==> src/rtl/control_pkg.sv <==
// Shared constants and helpers for the switch control decoder.
package control_pkg;

   localparam int unsigned DEF_WIDTH           = 4;
   localparam int unsigned DEF_SYNC_STAGES     = 2;
   localparam int unsigned DEF_DEBOUNCE_CYCLES = 16;

   localparam logic [DEF_WIDTH-1:0] CTRL_RESET_VALUE = '0;

   // Ceiling log2, never less than 1 so counters always have at least one bit.
   function automatic int unsigned CLOG2(input int unsigned value);
      int unsigned result;
      result = 0;
      for (int unsigned i = 0; i < 32; i++) begin
         if ((64'(1) << i) < 64'(value)) begin
            result = i + 1;
         end
      end
      if (result == 0) begin
         result = 1;
      end
      return result;
   endfunction

endpackage

==> src/rtl/control_decoder_n_debounce_bit.sv <==
// One switch bit: synchroniser chain, debounce counter and accepted (stable) level.
module debounce_bit
   import control_pkg::*;
#(
   parameter int unsigned SYNC_STAGES     = DEF_SYNC_STAGES,
   parameter int unsigned DEBOUNCE_CYCLES = DEF_DEBOUNCE_CYCLES,
   parameter logic        RESET_BIT       = 1'b0
) (
   input  logic clk_div,
   input  logic rst_n,
   input  logic sw,
   output logic stable
);

   localparam int unsigned CNT_W = CLOG2(DEBOUNCE_CYCLES);
   localparam logic [CNT_W-1:0] CNT_LAST = CNT_W'(DEBOUNCE_CYCLES - 1);

   logic [SYNC_STAGES-1:0] sync_q;
   logic [CNT_W-1:0]       cnt_q;
   logic [CNT_W-1:0]       cnt_c;
   logic                   stable_c;
   logic                   sync_out;

   assign sync_out = sync_q[SYNC_STAGES-1];

   // Debounce decision: accept a new level only after it persists long enough.
   always_comb begin
      cnt_c    = '0;
      stable_c = stable;
      if (sync_out != stable) begin
         if (cnt_q == CNT_LAST) begin
            stable_c = sync_out;
         end else begin
            cnt_c = cnt_q + CNT_W'(1);
         end
      end
   end

   // Synchroniser shift, counter and stable level registers.
   always_ff @(posedge clk_div or negedge rst_n) begin
      if (!rst_n) begin
         sync_q <= {SYNC_STAGES{RESET_BIT}};
         cnt_q  <= '0;
         stable <= RESET_BIT;
      end else begin
         sync_q <= {sync_q[SYNC_STAGES-2:0], sw};
         cnt_q  <= cnt_c;
         stable <= stable_c;
      end
   end

endmodule

==> src/rtl/control_decoder_n.sv <==
// Switch control decoder: per-bit sync/debounce, hold-able control word, change strobe.
module control_decoder_n
   import control_pkg::*;
#(
   parameter int unsigned           WIDTH           = DEF_WIDTH,
   parameter int unsigned           SYNC_STAGES     = DEF_SYNC_STAGES,
   parameter int unsigned           DEBOUNCE_CYCLES = DEF_DEBOUNCE_CYCLES,
   parameter logic [WIDTH-1:0]      RESET_VALUE     = WIDTH'(CTRL_RESET_VALUE)
) (
   input  logic             clk_div,
   input  logic             BTN0,
   input  logic [WIDTH-1:0] SW,
   input  logic             hold,
   output logic [WIDTH-1:0] ctrl_word,
   output logic             ctrl_valid,
   output logic [WIDTH-1:0] changed_mask
);

   logic [WIDTH-1:0] stable;
   logic [WIDTH-1:0] load_c;
   logic [WIDTH-1:0] diff_c;

   // Independent debouncer per bit so bits settle separately.
   for (genvar i = 0; i < WIDTH; i++) begin : g_bit
      debounce_bit #(
         .SYNC_STAGES     (SYNC_STAGES),
         .DEBOUNCE_CYCLES (DEBOUNCE_CYCLES),
         .RESET_BIT       (RESET_VALUE[i])
      ) u_debounce (
         .clk_div (clk_div),
         .rst_n   (BTN0),
         .sw      (SW[i]),
         .stable  (stable[i])
      );
   end

   // Hold mux and change detect against the current control word.
   always_comb begin
      load_c = ctrl_word;
      if (!hold) begin
         load_c = stable;
      end
      diff_c = ctrl_word ^ load_c;
   end

   // Control word and single-cycle change strobe registers.
   always_ff @(posedge clk_div or negedge BTN0) begin
      if (!BTN0) begin
         ctrl_word    <= RESET_VALUE;
         ctrl_valid   <= 1'b0;
         changed_mask <= '0;
      end else begin
         ctrl_word    <= load_c;
         ctrl_valid   <= |diff_c;
         changed_mask <= diff_c;
      end
   end

endmodule

==> config.mk <==
export PLATFORM = sky130hd
export DESIGN_NAME = control_decoder_n
export DESIGN_NICKNAME = d
export VERILOG_FILES = /design/src/rtl/control_pkg.sv /design/src/rtl/control_decoder_n_debounce_bit.sv /design/src/rtl/control_decoder_n.sv
export SDC_FILE = /design/constraint.sdc
export NUM_CORES = 1
export LEC_CHECK = 0
export BUFFER_PORTS_ARGS = -buffer_cell sky130_fd_sc_hd__buf_2
export CAP_MARGIN = 30
export CORE_MARGIN = 5
export CORE_UTILIZATION = 35
export DETAILED_ROUTE_END_ITERATION = 10
export GPL_TIMING_DRIVEN = 0
export HOLD_SLACK_MARGIN = 0.15
export PLACE_DENSITY = 0.64
export SLEW_MARGIN = 20
export SYNTH_ARGS = -nofsm -noshare
export SYNTH_HDL_FRONTEND = slang
export SYNTH_SLANG_ARGS = --single-unit
==> constraint.sdc <==
create_clock -name clk_div -period 1.6 [get_ports clk_div]
set_input_delay 0.24 -clock clk_div [delete_from_list [all_inputs] [get_ports clk_div]]
set_output_delay 0.24 -clock clk_div [all_outputs]
set_load 0.01 [all_outputs]
==> metrics.yaml <==
avgSynthCellArea_um2: 13.6
path_max_fanout: 4
required_ps: 1750
period_minus_slack_ps: 1300
die_w_um: 73.3
setup_viol: 0
synth_flop_cell: "dfrtp_1"
r2r_slack_ps: 300
drive_above_1_share_pct: 22.5
wire_per_inst_um: 11.5
ctsResizeCount: 0
grt_overflow: 0
nFillCells: 356
seq_power_share_pct: 58.1
postLayoutCellArea_um2: 1670
hp-class: "input port to flop"
area_growth_pct: 19.2
syn_inst: 103
synth_warnings: 0
syn_area_um2: 1400
die-area_um2: 5370
seq_area_frac_synth_pct: 66.0
clock.fmax_mhz: 769
cts_buffer_depth: 2
fin_crit_sh_pct: 81.3
dp_cells: 167
startpoint_type: "flop"
min_path_cells: 2
clk_pin_slew_ps: 70
timing.max_cap.violations: 0
initialDrtViolationCount: 50
root_buffer: "clkbuf_8"
fin_cells: 179
arrival_ps: 1450
r2r_end: "ctrl_valid"
rr_worst_depth: 3
port_buffers: 14
antenna_found_initial: 0
synth_area_leader_cell: "dfrtp_1"
worst_pin_slew_ps: 768
timing.hold.ws_ps: 200
synth_top_area_share_pct: 66.0
r2r-start: "g_bit[2].u_debounce.stable"
final_nets: 140
cts_tree: "done"
fp.coreArea_um2: 3940
synth_area_leaders: "dfrtp_1, xnor2_1, mux2_2"
p_per_area_nw_per_um2: 1030
crit_type: "flop to flop"
grt_max_degree: 38
dpl_cell_area_um2: 1540
n_antenna_cell: 0
drt-total-wl_um: 2060
p_leak_nw: 0.778
clk_latency_ps: 280
place.gp.congestion: 0.635
fin_tns_setup_ps: 0
pwr-share-comb_pct: 5.6
ir_worst_vdd_uv: 779
grt_pass1_vias: 830
clkPwrFrac_pct: 36.3
grt_pass1_wl_um: 3720
clkSinkCount: 37
top_level_ports: 16
rsz0062_at_grt: "false"
num_vias: 834
cts_buffers: 5
yosysMostFrequentCell: "dfrtp_1"
power.internal_mw: 1.36
postCtsSetupBuffers: 0
track_usage_pct: 9.37
holdPathEnd: "changed_mask[3]"
async_flop_share_pct: 100
slew_violations: 0
fin_worst_skew_ps: 3.30
synth_nets: 114
cp-end-kind: "flop"
ant_nets: 0
route.detailed.drc: 0
initial_core_util_pct: 35.6
synth_edf_count: 0
sw_frac_of_total_pct: 21.1
relSlewSlack_pct: 48.8
die_y_um: 73.3
ys_seq_elements: 37
min-delay-start: "hold"
power.total_mw: 1.72
finalHoldViolations: 0
dr.pass1.iters: 2
vias_per_cell: 4.66
power.switching_mw: 0.363
cts.htree.levels: 2
ys_types: 15
status: "complete, no violations"
core.rowCount: 23
synthTopCellsByCount: "dfrtp_1, xnor2_1, a21oi_1, mux2_2, nor2_1"
dp_hpwl_um: 1500
-- stage by stage --
| step | utilization [%] | setup WS [ps] |
|---|---|---|
| 2_1_floorplan | - | 366 |
| 3_5_place_dp | 38.9 | 293 |
| 6_report | 42.4 | 300 |
| 3_3_place_gp | 38.9 | 325 |
| 5_1_grt | 42.4 | 221 |
| 4_1_cts | 42.4 | 284 |
-- worst max path at each step --
stage	to	depth (start not counted)	slack (ps)	from
after floorplan	ctrl_valid	3	370	ctrl_word[2]
after global placement	ctrl_valid	3	330	g_bit[2].u_debounce.stable
after detailed placement	ctrl_valid	3	290	g_bit[2].u_debounce.stable
after CTS	ctrl_valid	3	280	g_bit[2].u_debounce.stable
after global routing	ctrl_valid	3	220	g_bit[2].u_debounce.stable
final	ctrl_valid	3	300	g_bit[2].u_debounce.stable
-- layout make-up --
type                    instances  area (um2)  area share (%)
plain buffers                   1        7.51           0.449
clock buffers                   7        86.3            5.16
inverters                       4        15.0           0.898
well taps                      50        62.6            3.74
repair buffers                 19         120            7.19
flip-flops and latches         37         926            55.4
multi-input cells              61         454            27.2
-- worst max-delay path: stages (launching register included) --
cell and delay (ps):
dfrtp_1 420, xnor2_1 170, nor2_1 70, or4_1 510
-- state kept, by name, indices dropped and copies added, names as in the netlist --
signal and count:
ctrl_word 4, changed_mask 4, g_bit.u_debounce.sync_q 8, g_bit.u_debounce.cnt_q 16, ctrl_valid 1, g_bit.u_debounce.stable 4
-- repair_timing --
action | 4_1_cts | 5_1_grt
hold buffers | 5 | 0
hold endpoints to repair | 41 | 0
endpoints found under the setup margin | 0 | 0
-- power by group through the flow --
stage / sequential, mW / clock, mW / combinational, mW
2_1_floorplan: 1.01 / 0 / 0.0550
3_3_place_gp: 1.01 / 0 / 0.0840
3_5_place_dp: 1.02 / 0 / 0.0904
4_1_cts: 1.00 / 0.649 / 0.100
5_1_grt: 1.00 / 0.705 / 0.113
6_report: 1.00 / 0.625 / 0.0962
-- logic make-up (layout without fill, tap and decap cells) --
logic type               after synthesis  count (layout)  synth area share (%)
buffers and inverters                  5              31                  1.61
XOR/XNOR                              12              12                  7.49
flip-flops                            37              37                  66.0
multiplexers                           8               8                  6.42
adder cells (fa/ha/maj)                4               4                  3.57
AND/OR/NAND/NOR                       24              24                  9.99
AO/OA/AOI/OAI                         13              13                  4.91
-- layout by cell type, fill, tap and decap left out, types with 3 or more instances in the layout --
cell type and n:
nand3_1 4, a21oi_1 8, nor2b_1 4, xnor2_1 12
inv_1 4, nor3b_1 3, buf_2 14, nand4b_1 4
clkbuf_8 6, mux2_2 8, nor2_1 8, dfrtp_1 37
dlygate4sd3_1 5, o21ai_0 4, ha_1 4
-- metal layers --
metal	up-vias	track usage, %	routed length (um)
met3	5	4.92	134
met2	13	14.8	997
met4	0	4.83	49
met5	-	0	0
met1	410	10.2	881
li1	406	-	-
Note: power is estimated with default switching activity, not from simulation.
